File: src/rtl/seq_multiword_adder_pkg.sv
// Shared definitions for seq_multiword_adder: FSM state encoding and the
// chunk-counter width helper.
package seq_multiword_adder_pkg;

   localparam logic [1:0] IDLE = 2'd0;
   localparam logic [1:0] ADD  = 2'd1;
   localparam logic [1:0] DONE = 2'd2;

   typedef enum logic [1:0] {
      StIdle = IDLE,
      StAdd  = ADD,
      StDone = DONE
   } state_e;

   // Counter width is clog2(max(n, 2)) so a single-chunk build still has a 1-bit counter.
   function automatic int unsigned cnt_width(input int unsigned n);
      return (n < 2) ? 1 : $clog2(n);
   endfunction

endpackage

File: src/rtl/cl_adder_w_cin.sv
// Carry-lookahead adder with carry-in. Every carry is a flat sum of
// generate/propagate product terms rather than a ripple chain.
module cl_adder_w_cin #(
   parameter int unsigned Width = 4
) (
   input  logic [Width-1:0] a_i,
   input  logic [Width-1:0] b_i,
   input  logic             carry_i,
   output logic [Width-1:0] sum_o,
   output logic             carry_o
);

   logic [Width-1:0] gen;
   logic [Width-1:0] prop;
   logic [Width:0]   carry;
   logic             pp;
   logic             cc;

   assign gen  = a_i & b_i;
   assign prop = a_i ^ b_i;

   // Lookahead carries: c[i+1] = g[i] | p[i]g[i-1] | ... | p[i..0]cin.
   always_comb begin
      carry    = '0;
      pp       = 1'b0;
      cc       = 1'b0;
      carry[0] = carry_i;
      for (int i = 0; i < int'(Width); i++) begin
         cc = gen[i];
         pp = prop[i];
         for (int j = i - 1; j >= 0; j--) begin
            cc = cc | (pp & gen[j]);
            pp = pp & prop[j];
         end
         cc           = cc | (pp & carry_i);
         carry[i + 1] = cc;
      end
   end

   assign sum_o   = prop ^ carry[Width-1:0];
   assign carry_o = carry[Width];

endmodule

File: src/rtl/seq_multiword_adder.sv
// Sequential multi-word adder: adds Width*Chunks-bit operands one Width-bit
// chunk per cycle through a single cl_adder_w_cin, carrying between chunks
// in a register. Optional subtract mode under SEQ_MULTIWORD_ADDER_SUB_EN.
module seq_multiword_adder
   import seq_multiword_adder_pkg::*;
#(
   parameter int unsigned Width  = 4,
   parameter int unsigned Chunks = 4
) (
   input  logic                    clk_i,
   input  logic                    rst_ni,
   input  logic                    valid_i,
   output logic                    ready_o,
   input  logic [Width*Chunks-1:0] a_i,
   input  logic [Width*Chunks-1:0] b_i,
   input  logic                    carry_i,
`ifdef SEQ_MULTIWORD_ADDER_SUB_EN
   input  logic                    sub_i,
`endif
   output logic                    valid_o,
   input  logic                    ready_i,
   output logic [Width*Chunks-1:0] result_o,
   output logic                    carry_o
);

   localparam int unsigned TotalW = Width * Chunks;
   localparam int unsigned CntW   = cnt_width(Chunks);

   state_e              state_q, state_d;
   logic [TotalW-1:0]   a_q, a_d;
   logic [TotalW-1:0]   b_q, b_d;
   logic [TotalW-1:0]   result_q, result_d;
   logic [CntW-1:0]     cnt_q, cnt_d;
   logic                carry_q, carry_d;
   logic                carry_out_q, carry_out_d;
   logic                ready_q, ready_d;
   logic                valid_q, valid_d;
   logic [Width-1:0]    chunk_b;
   logic [Width-1:0]    chunk_sum;
   logic                chunk_cout;

`ifdef SEQ_MULTIWORD_ADDER_SUB_EN
   logic sub_q, sub_d;
   // Subtraction is A + ~B with the inverted borrow as the initial carry.
   assign chunk_b = b_q[Width-1:0] ^ {Width{sub_q}};
`else
   assign chunk_b = b_q[Width-1:0];
`endif

   cl_adder_w_cin #(
      .Width (Width)
   ) u_chunk_adder (
      .a_i     (a_q[Width-1:0]),
      .b_i     (chunk_b),
      .carry_i (carry_q),
      .sum_o   (chunk_sum),
      .carry_o (chunk_cout)
   );

   // Next-state logic: accept in IDLE, one chunk per cycle in ADD, hold in DONE.
   always_comb begin
      state_d     = state_q;
      a_d         = a_q;
      b_d         = b_q;
      result_d    = result_q;
      cnt_d       = cnt_q;
      carry_d     = carry_q;
      carry_out_d = carry_out_q;
      ready_d     = ready_q;
      valid_d     = valid_q;
`ifdef SEQ_MULTIWORD_ADDER_SUB_EN
      sub_d       = sub_q;
`endif
      case (state_q)
         StIdle: begin
            ready_d = 1'b1;
            if (valid_i && ready_q) begin
               a_d     = a_i;
               b_d     = b_i;
               cnt_d   = '0;
               ready_d = 1'b0;
               state_d = StAdd;
`ifdef SEQ_MULTIWORD_ADDER_SUB_EN
               sub_d   = sub_i;
               carry_d = carry_i ^ sub_i;
`else
               carry_d = carry_i;
`endif
            end
         end
         StAdd: begin
            // Sum chunks enter at the MSB end so after Chunks shifts chunk 0 sits at the LSB.
            result_d                    = result_q >> Width;
            result_d[TotalW-1 -: Width] = chunk_sum;
            a_d                         = a_q >> Width;
            b_d                         = b_q >> Width;
            carry_d                     = chunk_cout;
            cnt_d                       = cnt_q + CntW'(1);
            if (cnt_q == CntW'(Chunks - 1)) begin
               state_d     = StDone;
               valid_d     = 1'b1;
               carry_out_d = chunk_cout;
            end
         end
         StDone: begin
            if (ready_i) begin
               valid_d = 1'b0;
               ready_d = 1'b1;
               state_d = StIdle;
            end
         end
         default: state_d = StIdle;
      endcase
   end

   // State registers with synchronous active-low reset.
   always_ff @(posedge clk_i) begin
      if (!rst_ni) begin
         state_q     <= StIdle;
         a_q         <= '0;
         b_q         <= '0;
         result_q    <= '0;
         cnt_q       <= '0;
         carry_q     <= 1'b0;
         carry_out_q <= 1'b0;
         ready_q     <= 1'b0;
         valid_q     <= 1'b0;
`ifdef SEQ_MULTIWORD_ADDER_SUB_EN
         sub_q       <= 1'b0;
`endif
      end else begin
         state_q     <= state_d;
         a_q         <= a_d;
         b_q         <= b_d;
         result_q    <= result_d;
         cnt_q       <= cnt_d;
         carry_q     <= carry_d;
         carry_out_q <= carry_out_d;
         ready_q     <= ready_d;
         valid_q     <= valid_d;
`ifdef SEQ_MULTIWORD_ADDER_SUB_EN
         sub_q       <= sub_d;
`endif
      end
   end

   assign ready_o  = ready_q;
   assign valid_o  = valid_q;
   assign result_o = result_q;
   assign carry_o  = carry_out_q;

endmodule

File: config.mk
export PLATFORM = sky130hd
export DESIGN_NAME = seq_multiword_adder
export DESIGN_NICKNAME = d
export VERILOG_FILES = /design/src/rtl/seq_multiword_adder_pkg.sv /design/src/rtl/cl_adder_w_cin.sv /design/src/rtl/seq_multiword_adder.sv
export SDC_FILE = /design/constraint.sdc
export NUM_CORES = 1
export LEC_CHECK = 0
export CORE_MARGIN = 1.5
export CORE_UTILIZATION = 44
export DETAILED_ROUTE_END_ITERATION = 16
export PLACE_DENSITY = 0.83
export RECOVER_POWER = 50
export SYNTH_ARGS = -nofsm -noshare
export SYNTH_HDL_FRONTEND = slang
export SYNTH_SLANG_ARGS = --single-unit
File: constraint.sdc
create_clock -name clk_i -period 1.4 [get_ports clk_i]
set_input_delay 0.35 -clock clk_i [delete_from_list [all_inputs] [get_ports clk_i]]
set_output_delay 0.35 -clock clk_i [all_outputs]
set_load 0.05 [all_outputs]
---- Word level (Yosys, flattened, before mapping) ----
Cells that the tools add are included.
storage, ports and cells
  flip-flop bits (word level) ............. 56
  output and inout port bits .............. 19
  bits of input ports ..................... 37
operators by class
  equal/unequal tests ..................... 6
  reduce and logical (&&, ||, !) cells .... 10
  mux-type cells .......................... 18
  bitwise logic cells ..................... 29
  $add $sub $neg .......................... 1
operators by type and width
  operator                                                         number
  16-bit case mux with 2 select lines                              2
  16-bit two-way mux                                               2
  1-bit AND                                                        16
  1-bit OR                                                         10
  2-bit two-way mux                                                4
  4-bit XOR                                                        2
  2-bit inequality test, second input constant                     3
  1-bit case mux with 2 select lines                               3
  2-bit case mux with 3 select lines                               1
  2-bit AND reduction                                              3
  3-bit AND reduction                                              2
  2-bit nonzero test                                               3
  1-bit two-way mux                                                5
  4-bit AND                                                        1
  2-bit == test, second input constant                             2
  2-bit case mux with 2 select lines                               1
  2-bit by 1-bit adder with 2-bit output, second input constant    1
  2-bit by 1-bit == test with 1-bit output, second input constant  1
  2-bit zero test                                                  1
  1-bit logical AND                                                1

---- Depth between registers and ports, before layout ----
Gate-level depths: netlist of run 1.
  word-level depth ........................ 7
  gate-level depth with buffers ........... 7
  gate-level depth less buffers ........... 5

---- Cells and area by module ----
From an unflattened synthesis of run 1, not the netlist that was laid out.
second synthesis, totals
  cell total of the unflattened synthesis .. 289
  area, all modules ....................... 2585.0 µm²
by module, submodules not included
  module               sequential area each (µm²)  instances  cells each  area an instance (µm²)
  seq_multiword_adder  1121.1                      1          272         2437.3
  cl_adder_w_cin       0.0                         1          17          147.6

---- Worst setup path after synthesis of run 1 ----
OpenSTA, ideal clock, no wires.
  path kind ............................... register -> register
  start ................................... reg ready_q (netlist: ready_o)
  end ..................................... reg b_q[2]
  arrival time ............................ 1.653 ns
  setup time .............................. 0.089 ns
  cell stages (with the launch flop) ...... 8
  clock period less this slack ............ 1.742 ns
  path slack .............................. -0.342 ns
  cell sequence ........................... dfxtp_1 > and3b_1 > buf_2 > or2_1 > buf_2 > buf_2 > nor2_1 > a311oi_2
on the way
  longest elaborated chain between the ends .. 3
RTL lines
  item                             line                        text
  start: declaration               seq_multiword_adder.sv:36   logic ready_q, ready_d;
  start signal: assignment         seq_multiword_adder.sv:139  ready_q <= ready_d;
  1-bit logical AND                seq_multiword_adder.sv:77   if (valid_i && ready_q) begin
  2-bit inequality test (no line)  --
  2-bit AND reduction (no line)    --
  end signal: assignment           seq_multiword_adder.sv:121  b_q <= '0;
  end signal: assignment           seq_multiword_adder.sv:134  b_q <= b_d;
  end: declaration                 seq_multiword_adder.sv:31   logic [TotalW-1:0] b_q, b_d;
Every way passes these cells.
A chain may end at the register's enable or synchronous reset.

---- Final worst setup path of run 1 ----
  start ................................... reg state_q[1]
  end ..................................... reg a_q[4]
on the way
  longest elaborated chain between the ends .. 3
RTL lines
  item                                                                         line                        text
  start: declaration                                                           seq_multiword_adder.sv:29   state_e state_q, state_d;
  start signal: assignment                                                     seq_multiword_adder.sv:119  state_q <= StIdle;
  start signal: assignment                                                     seq_multiword_adder.sv:132  state_q <= state_d;
  2-bit by 1-bit == test with 1-bit output or 2-bit zero test (tied branches)  seq_multiword_adder.sv:74   case (state_q)
  2-bit nonzero test (no line) or 2-bit inequality test (tied branches)        --
  2-bit AND reduction (no line)                                                --
  end signal: assignment                                                       seq_multiword_adder.sv:120  a_q <= '0;
  end signal: assignment                                                       seq_multiword_adder.sv:133  a_q <= a_d;
  end: declaration                                                             seq_multiword_adder.sv:30   logic [TotalW-1:0] a_q, a_d;
Several ways; a longest one is shown, not always the timed one.

==> results of run 1 <==
## worst paths after layout
check	from	endpoint
setup / recovery	state_q[1]$_SDFFE_PN0P_	a_q[4]$_SDFFE_PN0P_
hold / removal	result_o[1]$_SDFFE_PN0N_	result_o[1]$_SDFFE_PN0N_
setup reg to reg	state_q[1]$_SDFFE_PN0P_	a_q[4]$_SDFFE_PN0P_
hold reg to reg	result_o[1]$_SDFFE_PN0N_	result_o[1]$_SDFFE_PN0N_
## power by group through the flow
stage	sequential, W	combinational, W	clock (W)
floorplan	0.00184	0.000454	0
global placement	0.00182	0.000773	0
detailed placement	0.00182	0.000800	0
CTS	0.00179	0.00102	0.00105
global route	0.00182	0.00113	0.00112
finish	0.00180	0.00106	0.00106
## state kept, by name, summed over array words and instances, names as in the netlist
name	cells
carry_o	1
carry_q	1
b_q	16
cnt_q	2
a_q	16
state_q	2
ready_o	1
valid_o	1
result_o	16
## repair_timing
action                                  CTS  global route
endpoints found under the setup margin   26            30
pin swaps                                 4            19
gates resized for setup                  23            20
gates cloned                              5             0
hold buffers                              0             0
setup buffers                             5             2
hold endpoints to repair                  0             0
## layer usage
metal  GRT usage  part of all wire
met5           0                 0
met2       0.434              0.51
met3      0.0539             0.060
met4      0.0889             0.033
met1       0.273              0.39
## cell type report
class                   count  area [µm²]
repair buffers             87        1110
clock inverters             2        35.0
well taps                  70        87.6
clock buffers               6        72.6
flip-flops and latches     56        1130
multi-input cells         197        1320
fillers                   344        1390
inverters                   7        26.3
## per-stage QoR
step	total power, W	hold WS (ns)	setup WS, ns	utilization	TNS [ns]
after CTS	0.00386	0.500	-0.0224	0.724	-0.135
after detailed placement	0.00262	0.480	-0.470	0.649	-12.90
after floorplan	0.00230	0.455	-0.0312	-	-0.597
after global placement	0.00259	0.473	-0.364	0.649	-11.14
after global routing	0.00406	0.515	-0.0803	0.731	-1.12
final	0.00393	0.497	-0.0583	0.731	-0.284
## tightest hold or removal path, stage by stage (launching register included)
cell and delay (ns):
dfxtp_1 0.34, nand2_1 0.06, a21oi_1 0.05
## logic make-up (layout without fill, tap and decap cells)
family	count (synthesis)	in the layout	share of synthesized area
AOI/OAI and AO/OA	79	79	0.245
xor gates and xnor gates	1	1	0.00367
adders and majority gates	6	6	0.0346
buffers and inverters	27	102	0.0530
DFF	56	56	0.470
muxes	2	2	0.00839
and+or+nand+nor	109	109	0.185
## placed cells by master, fill, tap and decap left out, types with 5 or more instances in the layout
cell type / Yosys / layout
a311oi_2: 12 / 15
clkbuf_8: 0 / 5
a21oi_1: 26 / 25
dfxtp_1: 56 / 51
buf_12: 0 / 23
nor2_1: 33 / 19
clkdlybuf4s50_1: 0 / 35
nor2_2: 1 / 8
nand2_1: 62 / 62
o22ai_1: 8 / 8
nor2_4: 0 / 7
a22oi_1: 8 / 7
nand3_1: 5 / 5
buf_4: 0 / 21
==> impl_metrics.yaml, run 1 <==
outcome:
  status: "complete, but fails checks"
  violations: "setup timing"
route:
  ant_nets: 0
  totalWireLength_um: 7050
  detail_route.first_pass.iterations: 4
  vias: 2387
  drt_iter0_drc: 184
  avgRoutedWirePerCell_um: 16.6
  drc: 0
  viasPerCell: 5.62
synth:
  synthFlopType: "dfxtp_1"
  yosysWarnings: 0
  ys_async_sr_fraction: 0
  synth_top_area_cell: "dfxtp_1"
  syn_area_um2: 2380
  netlist.area_leader.share: 0.470
  ys_types: 32
  synth.area.top_cells: "dfxtp_1 (47%), nand2_1 (9.8%), a311oi_2 (7.6%), a21oi_1 (5.5%), nor2_1 (5.2%)"
  synthCells: 280
  ys_ff_latch: 56
  yosysMostFrequentCell: "nand2_1"
  ys_top_cells_by_count: "nand2_1 (62), dfxtp_1 (56), nor2_1 (33)"
  yosysSeqAreaShare: 0.470
  synth-edff-count: 0
  avgSynthCellArea_um2: 8.52
  syn_nets: 323
sta:
  fmax_mhz: 686
  timing.final.crit_share: 1.04
  maxSlewViolCount: 0
  period_needed_ns: 1.46
  relSlewSlack: 0.798
  rsz0062_at_grt: "true"
  worst_slack_ns: -0.0583
  worst_slew_pin_slew_ns: 0.301
  hold_viol_final: 0
  clock_skew_ns: 0.00472
  setup_viol: 16
worst_setup_path:
  slowest_stage: "dfxtp_2"
  end_kind: "flop"
  r2r_cells: 6
  ff2ff_setup_slack_ns: -0.06
  path_buf_inv: 2
  crit_path_max_incr_delay_ns: 0.36
  required_ns: 1.60
  crit_fanout: 5
  arrival_ns: 1.66
  cp-start-kind: "flop"
  cp_top_family: "simple AND/OR/NAND/NOR gates"
  path_class: "reg2reg"
  critical_path_depth: 6
  crit_chain: "and3b_2 -> or2_4 -> buf_12 -> buf_16 -> o21ai_4 -> a21oi_2"
cts:
  htreeDepth: 2
  clk_latency_ns: 0.31
  cts_num_sinks: 56
  tritoncts: "done"
  cts_made_buffers: 5
  clockBufferDepth: 2
  root_buffer: "clkbuf_8"
  clk_pin_slew_ns: 0.10
power:
  pwr-share-clk: 0.271
  switching_share: 0.291
  switchingPower_w: 0.00114
  p_int_w: 0.00278
  peakVddDrop_mv: 0.671
  combPwrFrac: 0.270
  seqPwrFrac: 0.459
  leakagePower_nw: 1.42
  power.density_nw_per_um2: 1040
cells_and_area:
  nets: 397
  syn_to_final_growth_pct: 58.5
  instances_no_fill: 425
  antenna_cells: 0
  final_cell_area_um2: 3780
  drive_above_1_share: 0.307
floorplanning:
  die-area_um2: 5870
  rows: 26
  die_h_um: 76.6
  die_w_um: 76.6
  coreArea_um2: 5170
  ios: 56
  initial_core_util: 0.461
hold_path:
  hp-class: "reg2reg"
  hold_depth: 2
job:
  max-cap-violations: 0
placement:
  io_buffers: 55
  place_congestion: 0.822
  place_inst: 407
  postPlaceCellArea_um2: 3360
  dp.final_hpwl_um: 4200
grt:
  grt_max_degree: 35
  grt_usage: 0.240
  gr-total-overflow: 0
  grt_pass1_vias: 2304
  grt_pass1_wl_um: 11200
  antenna_found_initial: 0
No activity file was read; power rests on OpenSTA's default activity.
==> run 2: changes to the inputs <==
CAP_MARGIN = 5   (was not set)
CTS_CLUSTER_SIZE = 24   (was not set)
==> results of run 2 <==
Final layout, timing and power as in run 1 (identical DEF).
==> run 3: changes to the inputs <==
HOLD_SLACK_MARGIN = 0.12   (was not set)
==> results of run 3 <==
Final layout, timing and power as in run 1 (identical DEF).
